File: config.mk
export PLATFORM = sky130hd
export DESIGN_NAME = sp_ram_be_clr
export DESIGN_NICKNAME = d
export VERILOG_FILES = /design/src/rtl/sp_ram_be_clr.sv
export SDC_FILE = /design/constraint.sdc
export NUM_CORES = 1
export LEC_CHECK = 0
export CORE_UTILIZATION = 45
export CTS_BUF_LIST = sky130_fd_sc_hd__clkbuf_8
export DETAILED_ROUTE_END_ITERATION = 12
export GPL_ROUTABILITY_DRIVEN = 0
export HOLD_SLACK_MARGIN = 0.08
export PLACE_DENSITY = 0.7
export SYNTH_ARGS = -nofsm -noshare
export SYNTH_HDL_FRONTEND = slang
export SYNTH_SLANG_ARGS = --single-unit
File: constraint.sdc
create_clock -name clk -period 5 [get_ports clk]
set_clock_uncertainty 0.15 [all_clocks]
set_input_delay 1.25 -clock clk [delete_from_list [all_inputs] [get_ports clk]]
set_output_delay 1.25 -clock clk [all_outputs]
set_load 0.02 [all_outputs]
File: src/rtl/sp_ram_be_clr.sv
// Single-port RAM with per-byte write enables and a self-clearing sequence after reset.
// Supports read-first or write-first write-port reads and an optional output register.
module sp_ram_be_clr #(
    parameter int unsigned DATA_W    = 16,
    parameter int unsigned ADDR_W    = 6,
    parameter int unsigned READ_MODE = 0,
    parameter int unsigned OUT_REG   = 0
) (
    input  logic                clk,
    input  logic                rst,
    input  logic                req,
    input  logic                we,
    input  logic [DATA_W/8-1:0] be,
    input  logic [ADDR_W-1:0]   addr,
    input  logic [DATA_W-1:0]   data,
    output logic [DATA_W-1:0]   q,
    output logic                q_valid,
    output logic                busy
);

    localparam int unsigned DEPTH  = 2**ADDR_W;
    localparam int unsigned NBYTES = DATA_W/8;

    typedef enum logic {
        ST_CLEAR,
        ST_IDLE
    } state_t;

    state_t              r_state;
    state_t              w_next_state;
    logic [ADDR_W-1:0]   r_clr_addr;
    logic [ADDR_W-1:0]   w_next_clr_addr;
    logic [DATA_W-1:0]   r_mem [DEPTH];

    logic                w_accept;
    logic                w_mem_we;
    logic [ADDR_W-1:0]   w_mem_addr;
    logic [DATA_W-1:0]   w_mem_wdata;
    logic [DATA_W-1:0]   w_old;
    logic [DATA_W-1:0]   w_merged;
    logic [DATA_W-1:0]   w_rd;

    logic [DATA_W-1:0]   r_q0;
    logic                r_v0;

    always_ff @(posedge clk or posedge rst) begin
        if (rst) begin
            r_state    <= ST_CLEAR;
            r_clr_addr <= '0;
        end else begin
            r_state    <= w_next_state;
            r_clr_addr <= w_next_clr_addr;
        end
    end

    always_comb begin
        w_old = r_mem[addr];
        for (int unsigned i = 0; i < NBYTES; i++) begin
            w_merged[8*i +: 8] = be[i] ? data[8*i +: 8] : w_old[8*i +: 8];
        end
        w_rd = (READ_MODE == 1 && we) ? w_merged : w_old;
    end

    always_comb begin
        w_next_state    = r_state;
        w_next_clr_addr = r_clr_addr;
        w_accept        = 1'b0;
        w_mem_we        = 1'b0;
        w_mem_addr      = addr;
        w_mem_wdata     = w_merged;
        busy            = 1'b0;
        case (r_state)
            ST_CLEAR: begin
                busy            = 1'b1;
                // Suppress the zeroing write while reset holds the pointer at 0.
                w_mem_we        = !rst;
                w_mem_addr      = r_clr_addr;
                w_mem_wdata     = '0;
                w_next_clr_addr = r_clr_addr + 1'b1;
                if (&r_clr_addr) begin
                    w_next_state = ST_IDLE;
                end
            end
            ST_IDLE: begin
                w_accept = req;
                w_mem_we = req && we;
            end
            default: w_next_state = ST_CLEAR;
        endcase
    end

    // Memory has no reset; contents are zeroed only by the clear walk.
    always_ff @(posedge clk) begin
        if (w_mem_we) begin
            r_mem[w_mem_addr] <= w_mem_wdata;
        end
    end

    always_ff @(posedge clk or posedge rst) begin
        if (rst) begin
            r_q0 <= '0;
            r_v0 <= 1'b0;
        end else begin
            r_v0 <= w_accept;
            if (w_accept) begin
                r_q0 <= w_rd;
            end
        end
    end

    generate
        if (OUT_REG == 1) begin : g_out_reg
            logic [DATA_W-1:0] r_q1;
            logic              r_v1;

            always_ff @(posedge clk or posedge rst) begin
                if (rst) begin
                    r_q1 <= '0;
                    r_v1 <= 1'b0;
                end else begin
                    r_v1 <= r_v0;
                    if (r_v0) begin
                        r_q1 <= r_q0;
                    end
                end
            end

            assign q       = r_q1;
            assign q_valid = r_v1;
        end else begin : g_no_out_reg
            assign q       = r_q0;
            assign q_valid = r_v0;
        end
    endgenerate

endmodule

; ---- Yosys cells after proc, flatten, opt, wreduce, memory -nomap -nowiden
; Memories as Yosys holds them, arrays and structs flattened.
; Index checks and enable logic that the tools add are counted.
[classes]
addsub = 1
muxes = 11
bitwise_logic = 1
reduce_logical = 3
[ops]
columns = operator, n
row1 = 16-bit two-way mux, 1
row2 = 8-bit two-way mux, 2
row3 = "6-bit by 1-bit adder with 6-bit output, second input constant", 1
row4 = 1-bit two-way mux, 6
row5 = 6-bit two-way mux, 1
row6 = 6-bit AND reduction, 1
row7 = 1-bit one-hot mux with 2 select lines, 1
row8 = 1-bit logical AND, 1
row9 = 1-bit logical NOT, 1
row10 = 1-bit inverter, 1
[totals]
ff_bits = 24
ramBits = 1024
input_bits = 28
out_inout_bits = 18
word_cells = 21
memories = 1
[mem_list]
columns = name, depth, word_bits, rd, rd_clocked_by_memory_dff, write_ports, line
row1 = r_mem, 64, 16, 1, 0, 1, 33  ; logic [DATA_W-1:0] r_mem [DEPTH];

; ---- Longest topological paths before layout
; Gate-level depths: netlist (run 1).
[logic_depth]
depth_word = 4
depth_mapped = 9
depth_no_buf = 5

; ---- Worst setup path after synthesis (run 1)
; No wires, ideal clock.
[synth_timing]
kind = input to register
start = in addr[4]
end = mem r_mem[0][15], data pin
setup_ns = 0.719
t_arrival_ns = 5.185
required_time_ns = 4.131
setup_slack_ns = -1.054
stages = 8
path_buffers = 3
cell_sequence = buf_2 > or4b_4 > buf_6 > buf_6 > o22ai_2 > nor2_1 > and4_1 > o31ai_1
[synth_via]
elab_chain_cells = 3
[synth_rtl]
columns = element, line
row1 = from (decl), 14  ; input logic [ADDR_W-1:0] addr,
row2 = memory read 64 x 16 bit, -
row3 = 8-bit two-way mux, 59  ; w_merged[8*i +: 8] = be[i] ? data[8*i +: 8] : w_old[8*i +: 8];
row4 = 16-bit two-way mux, 72  ; case (r_state)
row5 = net w_mem_wdata[15], 38  ; logic [DATA_W-1:0] w_mem_wdata;
row6 = to (decl), 33
; The timed path passes the listed nets, and every way through them passes these cells.

; ---- Worst setup path in the final report (run 1)
[layout_timing]
start = reg r_state
end = out busy
[layout_via]
elab_chain_cells = 1
[layout_rtl]
columns = element, line
row1 = from (decl), 29  ; state_t r_state;
row2 = from (signal assigned), 51  ; r_state <= w_next_state;
row3 = 1-bit two-way mux, 72
row4 = to (decl), 18  ; output logic busy
; No other way between the ends.

==> results of run 1 <==
-- layer usage --
layer  vias to the layer above  GRT usage
met5                         -          0
met4                         2     0.1098
met3                       267    0.05876
met2                      1370     0.3642
met1                     11840     0.3169
li1                       9884          -
-- worst paths after layout --
check,startpoint,endpoint,cells past startpoint
hold / removal,q[4],q[4],2
setup / recovery,r_state,busy,3
max in group asynchronous,rst,q[7],3
hold reg to reg,q[4],q[4],2
min in group asynchronous,rst,r_clr_addr[1],3
setup reg to reg,r_state,r_mem[2][4],6
-- power by group through the flow --
stage,clock [mW],combinational [mW],sequential (mW)
after detailed placement,0,0.647,9.68
after global placement,0,0.640,9.68
after CTS,6.56,0.648,9.50
final,6.48,0.660,9.50
after global routing,6.92,0.682,9.49
after floorplan,0,0.381,9.68
-- sequential cells by signal (all words and copies together), names as in the netlist --
name,count
r_clr_addr,6
q,16
r_mem,1024
q_valid,1
r_state,1
-- metrics by stage --
step	cell area (um^2)	cells
finish	47740	3907
CTS	47730	3905
detailed placement	44830	3615
global placement	44830	3615
floorplan	41290	2334
global route	47740	3907
-- Yosys cell counts (24+ instances only) --
master,n
nor2_1,127
mux4_2,29
o31ai_1,24
nor3_1,28
clkbuf_1,41
o22ai_1,78
nand2_1,83
nand3_1,63
dfrtp_1,24
mux2i_1,466
o21ai_0,35
buf_2,42
a22oi_1,91
edfxtp_1,1024
a21oi_1,31
-- kinds of logic (layout without fill, tap and decap cells) --
logic type,after synthesis,after routing,synth area share
simple gates,360,360,0.04273
other cells,0,2,0
xor+xnor,5,5,0.001061
buf+inv,135,530,0.01792
flops,1048,1048,0.7599
fa+ha+maj,1,1,0.0003032
compound gates,288,288,0.04865
mux,497,497,0.1294
-- worst max-delay path: stages (launching register included) --
cell	delay, ns
dfrtp_1	0.36
buf_4	0.26
inv_1	0.42
clkdlybuf4s50_1	0.70
-- final cells by class --
class / count / area [um^2] / share of cell area
multi-input cells: 1151 / 9370 / 0.1963
inverters: 6 / 22.52 / 0.0004718
flip-flops and latches: 1048 / 31350 / 0.6567
clock buffers: 160 / 2202 / 0.04613
repair buffers: 234 / 2620 / 0.05488
well taps: 1176 / 1471 / 0.03082
clock inverters: 130 / 695.7 / 0.01457
diodes: 2 / 5.005 / 0.0001048
==> metrics.md, run 1 <==
| Metric | Value |
|---|---|
| Top cell type by total area after synthesis | `edfxtp_1` |
| Post-place setup slack | `0.3964 ns` |
| Register bit total from synthesis | `~1000` |
| Commonest non-fill, non-tap cell in the layout | `edfxtp_1` |
| Clock root cell | `clkbuf_8` |
| Number of synthesized flops with an enable pin | `1024` |
| Ys Warns | `0` |
| Setup WS post-layout | `1.033 ns` |
| Final Total Pwr | `16.63 mW` |
| Row cnt | `110` |
| Fraction of layout cells with a size suffix above 1 | `0.1744` |
| Max Slew Vio Count | `0` |
| CTS buffer count | `157` |
| Antenna Nets Post-Route | `0` |
| Die W | `just over 300 um` |
| Synth unique cells | `49` |
| Clock Sinks | `1048` |
| Count of input and output buffers | `45` |
| WL met3 | `~11000 um` |
| Worst min-delay path class | `reg2reg` |
| Ports | `46` |
| Fill cells | `6981` |
| Switching share of power | `0.2210` |
| Avg Synthesized Cell Area | `17.68 um^2` |
| Most frequent cells in the layout | `edfxtp_1 (1024), mux2i_1 (466), clkbuf_8 (160), buf_4 (129), nor2_1 (126)` |
| FFs w/ async S/R, synth | `0.02290` |
| RSZ-0062 raised after global routing | `no` |
| Status | `finished clean` |
| Clk Latency, worst-skew pair | `0.84 ns` |
| Worst EP arrival | `between 2 and 3 ns` |
| Max Freq | `~250 MHz` |
| Synthesized instance count | `between 2000 and 2500` |
| Internal | `12.96 mW` |
| Vias in the first global route | `23010` |
| Static Leak | `15.37 nW` |
| Synth top area cells | `edfxtp_1 (75%), mux2i_1 (11%), a22oi_1 (1.7%), mux4_2 (1.6%), dfrtp_1 (1.5%)` |
| Initial core utilization | `0.4562` |
| CTS tree | `done` |
| VDD IR max | `278.7 uV` |
| Seq pwr share | `0.571` |
| DRC viols | `0` |
| Sequential area share after synthesis | `0.7599` |
| Iter 0 DRT Violations | `about 2700` |
| Drt wl/cell | `28.15 um` |
| Initial antenna violation count | `4` |
| Endpoints failing hold | `0` |
| Post-CTS Setup Repair Bufs | `0` |
| H-Tree Depth | `4` |
| Max-cap violations | `0` |
| Worst EP required | `approximately 3.6 ns` |
| Hold-fix buffers, CTS | `0` |
| First-pass GRT wire length | `157400 um` |
| Top_reg_cell synth | `edfxtp_1` |
| Fin crit period | `3.967 ns` |
| CTS resizes | `0` |
| CP Max Fanout | `34` |
| Post-Route WL | `about 110000 um` |
| WHS | `0.3875 ns` |
| Hpwl dp | `66330 um` |
| Power density over the cells | `348.4 mW/mm^2` |
| Power share of the clock group | `0.389` |
| CP Class | `reg2out` |
| Crit start category | `register` |
| Comb power frac | `0.040` |
| Metal1 wirelength | `43420 um` |
| Worst slew margin | `0.2247` |
| Fin crit share | `0.7934` |
| Die H | `304.8 um` |
| Syn nets | `2363` |
| Routed length on met2 | `50660 um` |
| Final core occ | `0.5279` |
| CP Capture Type | `output pin` |
| Layout area overhead | `15.71%` |
| Die Area | `0.09289 mm^2` |
| Clock Path Buffers | `3` |
| Net Switching | `3.675 mW` |
| Post-layout nets | `about 2600` |
| Max Used Layer | `met5` |
| Core box area | `approximately 0.09 mm^2` |
| R2r setup slk | `1.86 ns` |
| GRT overflow | `0` |
| Largest net degree at the start of global routing | `65` |
| Total number of vias | `23370` |
| Setup TNS | `0 ns` |
| Worst Tran Pin Value | `1.160 ns` |
| Total iterations of the first detailed-routing run | `5` |
| Gr usage total | `0.2364` |
| Mapped Area | `0.04126 mm^2` |
| Worst-path clk slew | `around 0.070 ns` |
| Vias per cell | `5.981` |
| Final setup violation count | `0` |
| Post-synth top area share | `0.7453` |
Note: power is estimated with default switching activity, not from simulation.
==> inputs of run 2 (changes only) <==
==> constraint.sdc (replaced) <==
create_clock -name clk -period 3.24 [get_ports clk]
set_clock_uncertainty 0.15 [all_clocks]
set_input_delay 0.81 -clock clk [delete_from_list [all_inputs] [get_ports clk]]
set_output_delay 0.81 -clock clk [all_outputs]
set_load 0.02 [all_outputs]
==> run 2 against run 1 <==
Effect of this change:
- critical path depth is 1 lower
- hold slack worse by 0.029 ns
- routed wire length is 3.2% higher
==> metrics.md, run 2 (synthesis gave the netlist of run 1 again) <==
| Metric | Value |
|---|---|
| Worst EP required | `2.28 ns (-1.32 ns)` |
| Crit path cell chain | `inv_1 -> clkdlybuf4s50_1` |
| Layout area overhead | `20.57%` |
| Post-Route WL | `113500 um (+3.2%)` |
| Final Total Pwr | `25.68 mW (+54%)` |
| VDD IR max | `438.3 uV (+57%)` |
| Crit path largest cell delay | `0.68 ns (-0.02 ns)` |
| Setup TNS | `0 ns (unchanged)` |
| Worst reg2reg path depth | `6 (unchanged)` |
| First-pass GRT wire length | `162400 um (+3.2%)` |
| Row cnt | `110 (unchanged)` |
| Die Area | `0.09289 mm^2 (unchanged)` |
| Clock Path Buffers | `3 (unchanged)` |
| Worst-path clk slew | `0.06 ns (about the same)` |
| Hpwl dp | `70330 um (+6.0%)` |
| Largest Register | `r_mem` |
| H-Tree Depth | `4 (unchanged)` |
| Max Freq | `319.3 MHz` |
| Endpoints failing hold | `0 (unchanged)` |
| Die W | `304.8 um (unchanged)` |
| Crit start category | `register` |
| RSZ-0062 raised after global routing | `no` |
| Vias per cell | `5.902 (-1.3%)` |
| Gr usage total | `0.2445 (+0.008080)` |
| Total stage count of the critical path | `2 (-1)` |
| CTS tree | `done` |
| Ports | `46 (unchanged)` |
| Clk Latency, worst-skew pair | `0.83 ns (about the same)` |
| Fin crit period | `3.131 ns` |
| Fill cells | `6769 (-3.0%)` |
| Antenna Nets Post-Route | `0 (unchanged)` |
| Worst slew margin | `0.5861 (+0.3614)` |
| Status | `finished clean` |
| Initial antenna violation count | `3 (-1)` |
| CP Capture Type | `output pin` |
| Worst Tran Pin Value | `0.6156 ns (-0.5446 ns)` |
| Static Leak | `16.32 nW (+6.2%)` |
| WHS | `0.3585 ns (-0.02906 ns)` |
| DRC viols | `0 (unchanged)` |
| Total iterations of the first detailed-routing run | `6 (+1)` |
| Fraction of layout cells with a size suffix above 1 | `0.2140 (+0.03956)` |
| Area after DPL | `0.04691 mm^2 (+4.6%)` |
| Critical Path End | `busy` |
| Terminus of the critical flop-to-flop path | `r_mem[20][3]` |
| Worst EP arrival | `2.17 ns (-0.40 ns)` |
| Crit path launch | `r_state` |
| Most frequent cells in the layout | `edfxtp_1 (1024), mux2i_1 (466), buf_4 (192), clkbuf_8 (158), buf_12 (140)` |
| Max-cap violations | `0 (unchanged)` |
| GRT overflow | `0 (unchanged)` |
| Max FFs per register | `1024 (unchanged)` |
| Clock Sinks | `1048 (unchanged)` |
| Total number of vias | `23830 (+2.0%)` |
| Clock root cell | `clkbuf_8` |
| Cell family with most CP delay | `buffers and inverters` |
| CTS buffer count | `155 (-1.3%)` |
| Post-CTS Setup Repair Bufs | `0 (unchanged)` |
| CP Class | `reg2out` |
| Vias in the first global route | `24090 (+4.7%)` |
| Setup WS post-layout | `0.1085 ns (-0.9246 ns)` |
| Largest net degree at the start of global routing | `41 (-37%)` |
| Max Slew Vio Count | `0 (unchanged)` |
| Post-layout nets | `2768 (+5.4%)` |
| Iter 0 DRT Violations | `2631 (-2.0%)` |
| Worst min-delay path class | `reg2reg` |
| Slowest stage cell, crit path | `clkdlybuf4s50_1` |
| Initial core utilization | `0.4562 (unchanged)` |
| Final setup violation count | `0 (unchanged)` |
| Post-place setup slack | `-0.5829 ns (-0.9794 ns)` |
| Design Area, Final | `0.04974 mm^2 (+4.2%)` |
| Hold-fix buffers, CTS | `0 (unchanged)` |
| Core box area | `0.09042 mm^2 (unchanged)` |
| Power density over the cells | `516.2 mW/mm^2 (+48%)` |
| CP Buf/Inv Count | `2 (-1)` |
| Drt wl/cell | `28.11 um (-0.16%)` |
| CP Max Fanout | `11 (-68%)` |
| Hold_sp | `q[2]` |
| Die H | `304.8 um (unchanged)` |
| CTS resizes | `0 (unchanged)` |
| R2r setup slk | `0.57 ns (-1.29 ns)` |
| Count of input and output buffers | `45 (unchanged)` |
| Commonest non-fill, non-tap cell in the layout | `edfxtp_1` |
| Worst r2r src | `r_state` |
| Fin crit share | `0.9665` |
## run 2: through the flow
step,util,cells
after global placement,0.5188,3758
final,0.5501,4038
after global routing,0.5500,4037
after CTS,0.5500,4036
after detailed placement,0.5188,3758
after floorplan,-,2334
## run 2: cell type report
type | instances | area [um^2] | area share
Sequential cell | 1048 | 31350 | 0.6303
Clock buffer | 158 | 2175 | 0.04372
Clock inverter | 120 | 651.9 | 0.01311
Inverter | 6 | 22.52 | 0.0004528
Multi-Input combinational cell | 1151 | 9370 | 0.1884
Antenna cell | 2 | 5.005 | 0.0001006
Timing Repair Buffer | 377 | 4695 | 0.09438
Tap cell | 1176 | 1471 | 0.02958
## run 2: worst reg2reg max path: cells and delay by family (launching register included)
kind,cells,cell delay [ns]
buf+inv,2,0.54
flops,1,0.38
simple gates,3,1.08
compound gates,1,0.17
## run 2: power breakdown
group          switching (mW)  total (mW)  internal [mW]
registers            0.000869        14.7           14.7
logic                   0.653        1.18          0.525
clock network            4.96        9.84           4.88
## run 2: routing by layer
layer	track usage	vias up	wire, um
met5	0	-	0
met4	0.1126	0	4859
met3	0.05876	238	11220
met2	0.3898	1268	53790
met1	0.3177	12170	43620
li1	-	10160	-
## run 2: how the worst min path moves through the flow
stage / to / depth (start not counted) / slack (ns)
after floorplan: r_clr_addr[5] / 1 / 0.33
after global placement: q[1] / 2 / 0.33
after detailed placement: q[2] / 2 / 0.34
after CTS: q[2] / 2 / 0.36
after global routing: q[2] / 2 / 0.39
final: q[2] / 2 / 0.36
